### config.mk
export PLATFORM = sky130hd
export DESIGN_NAME = hum_ctrl
export DESIGN_NICKNAME = d
export VERILOG_FILES = /design/src/rtl/hum_pkg.sv /design/src/rtl/hum_step_timer.sv /design/src/rtl/hum_ctrl.sv
export SDC_FILE = /design/constraint.sdc
export NUM_CORES = 1
export LEC_CHECK = 0
export CAP_MARGIN = 5
export CELL_PAD_IN_SITES_DETAIL_PLACEMENT = 1
export CELL_PAD_IN_SITES_GLOBAL_PLACEMENT = 2
export CORE_MARGIN = 3
export CORE_UTILIZATION = 35
export CTS_BUF_LIST = sky130_fd_sc_hd__clkbuf_16
export DETAILED_ROUTE_END_ITERATION = 8
export PLACE_DENSITY = 0.95
export SLEW_MARGIN = 40
export SYNTH_ARGS = -nofsm -noshare
export SYNTH_HDL_FRONTEND = slang
export SYNTH_SLANG_ARGS = --single-unit
### constraint.sdc
create_clock -name pclk -period 6.8 [get_ports pclk]
set_input_delay 1.02 -clock pclk [delete_from_list [all_inputs] [get_ports pclk]]
set_output_delay 1.02 -clock pclk [all_outputs]
set_load 0.02 [all_outputs]
### src/rtl/hum_pkg.sv
`default_nettype none
// ============================================================================
// Module      : hum_pkg
// Description : Shared types and constants for the humidity controller.
// Revision    : 1.0 - initial release
// ============================================================================
package hum_pkg;

    localparam int HUM_W         = 8;
    localparam int TIMEOUT_STEPS = 64;
    localparam int HUM_RST_VAL   = 50;

    typedef enum logic [1:0] {
        ST_IDLE  = 2'd0,
        ST_HOLD  = 2'd1,
        ST_RAISE = 2'd2,
        ST_LOWER = 2'd3
    } hum_state_e;

endpackage
`default_nettype wire

### src/rtl/hum_step_timer.sv
`default_nettype none
// ============================================================================
// Module      : hum_step_timer
// Description : Down-counting step period timer with reload; tick on zero.
// Revision    : 1.0 - initial release
// ============================================================================
module hum_step_timer #(
    parameter int DIV_W = 8
) (
    input  logic             clk,
    input  logic             rst,
    input  logic             run,
    input  logic             load,
    input  logic [DIV_W-1:0] div,
    output logic             tick
);
    import hum_pkg::*;

    logic [DIV_W-1:0] r_cnt;

    // Counter rests at zero whenever the controller is not correcting.
    always_ff @(posedge clk or posedge rst) begin
        if (rst) begin
            r_cnt <= '0;
        end else if (load) begin
            r_cnt <= div;
        end else if (run) begin
            r_cnt <= (r_cnt == '0) ? div : (r_cnt - DIV_W'(1));
        end else begin
            r_cnt <= '0;
        end
    end

    assign tick = run && (r_cnt == '0);

endmodule
`default_nettype wire

### src/rtl/hum_ctrl.sv
`default_nettype none
// ============================================================================
// Module      : hum_ctrl
// Description : Hysteretic humidity controller issuing paced inc/dec steps
//               with a sticky correction-timeout alarm.
// Revision    : 1.0 - initial release
// ============================================================================
module hum_ctrl #(
    parameter int HUM_W         = hum_pkg::HUM_W,
    parameter int TIMEOUT_STEPS = hum_pkg::TIMEOUT_STEPS
) (
    input  logic             pclk,
    input  logic             preset,
    input  logic             ctrl_en,
    input  logic [HUM_W-1:0] hum_setpoint,
    input  logic [3:0]       hum_band,
    input  logic [7:0]       step_div,
    input  logic [HUM_W-1:0] real_time_hum,
    output logic             hum_inc_en,
    output logic             hum_dec_en,
    output logic [1:0]       hum_state,
    output logic             hum_alarm
);
    import hum_pkg::*;

    localparam int               c_TMO_W   = $clog2(TIMEOUT_STEPS + 1);
    localparam logic [HUM_W-1:0] c_HUM_MAX = '1;

    hum_state_e         r_state;
    hum_state_e         w_state_nxt;
    logic               r_inc;
    logic               r_dec;
    logic               r_alarm;
    logic [c_TMO_W-1:0] r_tmo;

    logic [HUM_W:0]     w_lo_raw;
    logic [HUM_W:0]     w_hi_raw;
    logic [HUM_W-1:0]   w_lo_th;
    logic [HUM_W-1:0]   w_hi_th;
    logic               w_in_corr;
    logic               w_nxt_corr;
    logic               w_load;
    logic               w_tick;
    logic               w_tmo_hit;
    logic               w_inc_nxt;
    logic               w_dec_nxt;

    // Thresholds are formed one bit wider so under/overflow can be saturated.
    assign w_lo_raw = {1'b0, hum_setpoint} - (HUM_W+1)'(hum_band);
    assign w_hi_raw = {1'b0, hum_setpoint} + (HUM_W+1)'(hum_band);
    assign w_lo_th  = w_lo_raw[HUM_W] ? '0        : w_lo_raw[HUM_W-1:0];
    assign w_hi_th  = w_hi_raw[HUM_W] ? c_HUM_MAX : w_hi_raw[HUM_W-1:0];

    assign w_in_corr  = (r_state == ST_RAISE) || (r_state == ST_LOWER);
    assign w_nxt_corr = (w_state_nxt == ST_RAISE) || (w_state_nxt == ST_LOWER);
    assign w_load     = w_nxt_corr && !w_in_corr;
    assign w_tmo_hit  = (r_tmo == c_TMO_W'(TIMEOUT_STEPS));

    hum_step_timer #(
        .DIV_W (8)
    ) u_step_timer (
        .clk  (pclk),
        .rst  (preset),
        .run  (w_in_corr),
        .load (w_load),
        .div  (step_div),
        .tick (w_tick)
    );

    always_comb begin
        w_state_nxt = r_state;
        w_inc_nxt   = 1'b0;
        w_dec_nxt   = 1'b0;
        if (!ctrl_en) begin
            w_state_nxt = ST_IDLE;
        end else begin
            case (r_state)
                ST_IDLE: w_state_nxt = ST_HOLD;
                ST_HOLD: begin
                    if (!r_alarm) begin
                        if (real_time_hum < w_lo_th) begin
                            w_state_nxt = ST_RAISE;
                        end else if (real_time_hum > w_hi_th) begin
                            w_state_nxt = ST_LOWER;
                        end
                    end
                end
                ST_RAISE: begin
                    if (w_tmo_hit || (real_time_hum >= hum_setpoint)) begin
                        w_state_nxt = ST_HOLD;
                    end
                end
                ST_LOWER: begin
                    if (w_tmo_hit || (real_time_hum <= hum_setpoint)) begin
                        w_state_nxt = ST_HOLD;
                    end
                end
                default: w_state_nxt = ST_IDLE;
            endcase
        end
        // A step is only issued when the correction continues past this edge.
        w_inc_nxt = w_tick && (r_state == ST_RAISE) && (w_state_nxt == ST_RAISE)
                    && (real_time_hum != c_HUM_MAX);
        w_dec_nxt = w_tick && (r_state == ST_LOWER) && (w_state_nxt == ST_LOWER)
                    && (real_time_hum != '0);
    end

    always_ff @(posedge pclk or posedge preset) begin
        if (preset) begin
            r_state <= ST_IDLE;
        end else begin
            r_state <= w_state_nxt;
        end
    end

    always_ff @(posedge pclk or posedge preset) begin
        if (preset) begin
            r_inc   <= 1'b0;
            r_dec   <= 1'b0;
            r_alarm <= 1'b0;
            r_tmo   <= '0;
        end else begin
            r_inc <= w_inc_nxt;
            r_dec <= w_dec_nxt;
            if (!w_nxt_corr) begin
                r_tmo <= '0;
            end else if (w_inc_nxt || w_dec_nxt) begin
                r_tmo <= r_tmo + c_TMO_W'(1);
            end
            if (!ctrl_en) begin
                r_alarm <= 1'b0;
            end else if (w_in_corr && w_tmo_hit) begin
                r_alarm <= 1'b1;
            end
        end
    end

    assign hum_state  = r_state;
    assign hum_inc_en = r_inc;
    assign hum_dec_en = r_dec;
    assign hum_alarm  = r_alarm;

endmodule
`default_nettype wire

==> out/results.ini <==
[outcome]
status=completed

[worst_hold_path]
holdPathEnd=r_tmo[3]
min_from=r_tmo[3]
hold_depth=2
hold_class=flip-flop to flip-flop

[drt]
dr.pass1.iters=4
ant_nets=0
drc=0
via_per_inst=5.674
drt_iter0_markers=38
wl_per_cell_um=16.23
vias=2173
wirelength_mm=6.218

[timing]
timing_worst_slew_pin_value_ns=0.7812
finalCriticalPeriod_ns=4.896
fin_skew_ns=0.001543
fmax_mhz=204.3
max-slew-margin-rel=0.4792
hold_ws_ns=0.5742
period_share=0.7200
setup_ws_ns=1.904
rsz0062_at_grt=no
finalHoldViolCount=0
finalSetupViolCount=0
slew_viol_final=0
setup_tns_ns=0

[critical_path]
ff2ff_setup_slack_ns=4.05
worstPathRequired_ns=6.97
crit_fanout=14
crit_arrival_ns=5.07
start_kind=input pin
max_stage_delay_ns=0.52
crit_chain=clkdlybuf4s50_1 -> inv_1 -> ha_1 -> fa_1 -> nand2b_1 -> a21oi_2 -> nor2_1 -> nand2_1 -> nand2_1 -> ha_1 -> a21o_1 -> a21oi_1 -> o221ai_1 -> a221oi_1 -> nor3_1 -> buf_4 -> or4_1 -> a21oi_1
endpoint_kind=flip-flop
critical_path_class=input pin to flip-flop
critPathSlowestCell=clkdlybuf4s50_1
regToRegEndpoint=r_tmo[5]
reg2reg_from=u_step_timer.r_cnt[4]
rr_worst_depth=6

[synth]
yosys_warnings=0
synth.area.top_cells=dfrtp_1 (22%), ha_1 (19%), a21oi_1 (4.4%), nand2_1 (4.3%), inv_1 (3.7%)
ys_seq_area_frac=0.2212
synth_top_cell_by_area=dfrtp_1
syn_avg_cell_area_um2=8.226
synth_edf_count=0
synthCells=275
ys_ff_latch=20
ys_dominant_reg_cell=dfrtp_1
ys_async_sr_fraction=1.000
synth.distinct_cells=52
syn_nets=343
netlist_area_um2=2262
netlist.area_leader.share=0.2212

[power]
swShare=0.3873
ir_worst_vdd_mv=0.1356
power_frac_comb=0.468
seqPwrFrac=0.285
power.switching_w=0.0001909
p_leak_nw=1.205
cellInternalPower_w=0.0003021
cellPowerDensity_nw_per_um2=178.0
p_clk_frac=0.247

[cells_and_area]
fillers=740
final_cells=383
most-common-layout-cells=ha_1 (35), clkdlybuf4s50_1 (35), nand2_1 (26), inv_1 (21), nor2_1 (21)
multi_input_area_um2=1647
drive_above_1_share=0.06169
synthToLayoutAreaGrowth_pct=22.46
nNetsFinal=377
antenna_cells=0
seqCellArea_um2=500.5

[grt]
grt_pass1_vias=2331
grt_use_total=0.1746
grt_max_degree=24
grt_pass1_wl_mm=10.67
antenna_found_initial=0
grt_overflow=0

[clock_tree]
cts_tree=yes
ctsResizeCount=0
clock-sinks=20
ctsHoldBuffers=0
cts.path.max_buffers=2
cts_made_buffers=3
post_cts_buffers=0
clk_pin_slew_ns=0.05
htreeDepth=1
insertion_delay_ns=0.25
cts-root-buf=clkbuf_16

[job]
max-cap-violations=0

[placed_design]
gp_congestion=0.7982
io_buffers=35
place_ws_ns=1.637
dp.cells=379
place_hpwl_mm=4.993

[die]
core_um2=6096
num_rows=28
start_util=0.3711
die_w_um=86.40
die_area_um2=7464
io_pins=36
die_h_um=86.40

kinds of logic after synthesis:
kind of cell    count (synthesis)  share of synthesized area
compound gates                 79                     0.2412
xor+xnor                       11                    0.04259
fa+ha+maj                      37                     0.2113
buf+inv                        31                    0.05586
flops                          20                     0.2212
mux                             1                   0.004425
simple gates                   96                     0.2235
routing by layer:
metal	track usage	up-vias	routed length, um
met5	0	-	0
met2	0.3053	40	2971
li1	-	1079	-
met4	0.05099	0	103
met1	0.2295	1044	2931
met3	0.01331	10	212
worst max-delay path by stage:
stage,start,endpoint,slack [ns],cells past startpoint
6_report,hum_setpoint[0],r_tmo[5],1.90,18
5_1_grt,hum_band[2],u_step_timer.r_cnt[3],1.55,18
3_3_place_gp,hum_setpoint[0],r_tmo[4],1.59,16
4_1_cts,hum_band[2],u_step_timer.r_cnt[3],1.89,18
2_1_floorplan,hum_setpoint[0],r_tmo[3],2.58,17
3_5_place_dp,hum_band[2],u_step_timer.r_cnt[3],1.64,18
critical path: cells and delay by family:
family	cells	cell delay, ns
adder cells (fa/ha/maj)	3	0.91
AO/OA/AOI/OAI	6	1.23
buffers and inverters	3	0.76
AND/OR/NAND/NOR	6	1.13
power groups by stage:
stage	logic [W]	registers [W]	clock network, W
after floorplan	0.000162	0.000139	0
after detailed placement	0.000230	0.000143	0
after CTS	0.000234	0.000141	0.000124
after global placement	0.000225	0.000142	0
final	0.000231	0.000141	0.000122
after global routing	0.000264	0.000143	0.000130
stage by stage:
stage,total power [W],cell area (um^2),util
floorplan,0.0003009,2262,-
global placement,0.0003669,2680,0.4397
detailed placement,0.0003733,2691,0.4415
CTS,0.0004985,2770,0.4544
global route,0.0005367,2770,0.4544
finish,0.0004930,2770,0.4544
area by class of cell:
class | count | share of cell area
Clock buffer | 3 | 0.02710
Clock inverter | 1 | 0.001355
Inverter | 24 | 0.03342
Multi-Input combinational cell | 224 | 0.5944
Sequential cell | 20 | 0.1807
Tap cell | 75 | 0.03388
Timing Repair Buffer | 36 | 0.1292
state kept, by name, indices dropped and copies added (netlist names):
signal / flops
u_step_timer.r_cnt: 8
r_tmo: 7
hum_state: 2
hum_alarm: 1
hum_dec_en: 1
hum_inc_en: 1
cell usage after synthesis, types with 3 or more instances:
cell type and number:
o21a_1 4, nand4_1 7, o21ai_1 10, nor4_1 4, nand2_1 26, nand2b_1 3
o31ai_1 7, buf_2 3, o211ai_1 8, and3_1 4, nor3_1 6, inv_1 22
a21o_1 4, ha_1 35, nand3_1 8, a21oi_1 20, xnor2_1 7, o21ai_0 8
or4_1 6, nor2_1 21, clkbuf_1 3, dfrtp_1 20, xor2_1 4
Note: power is estimated with default switching activity, not from simulation.
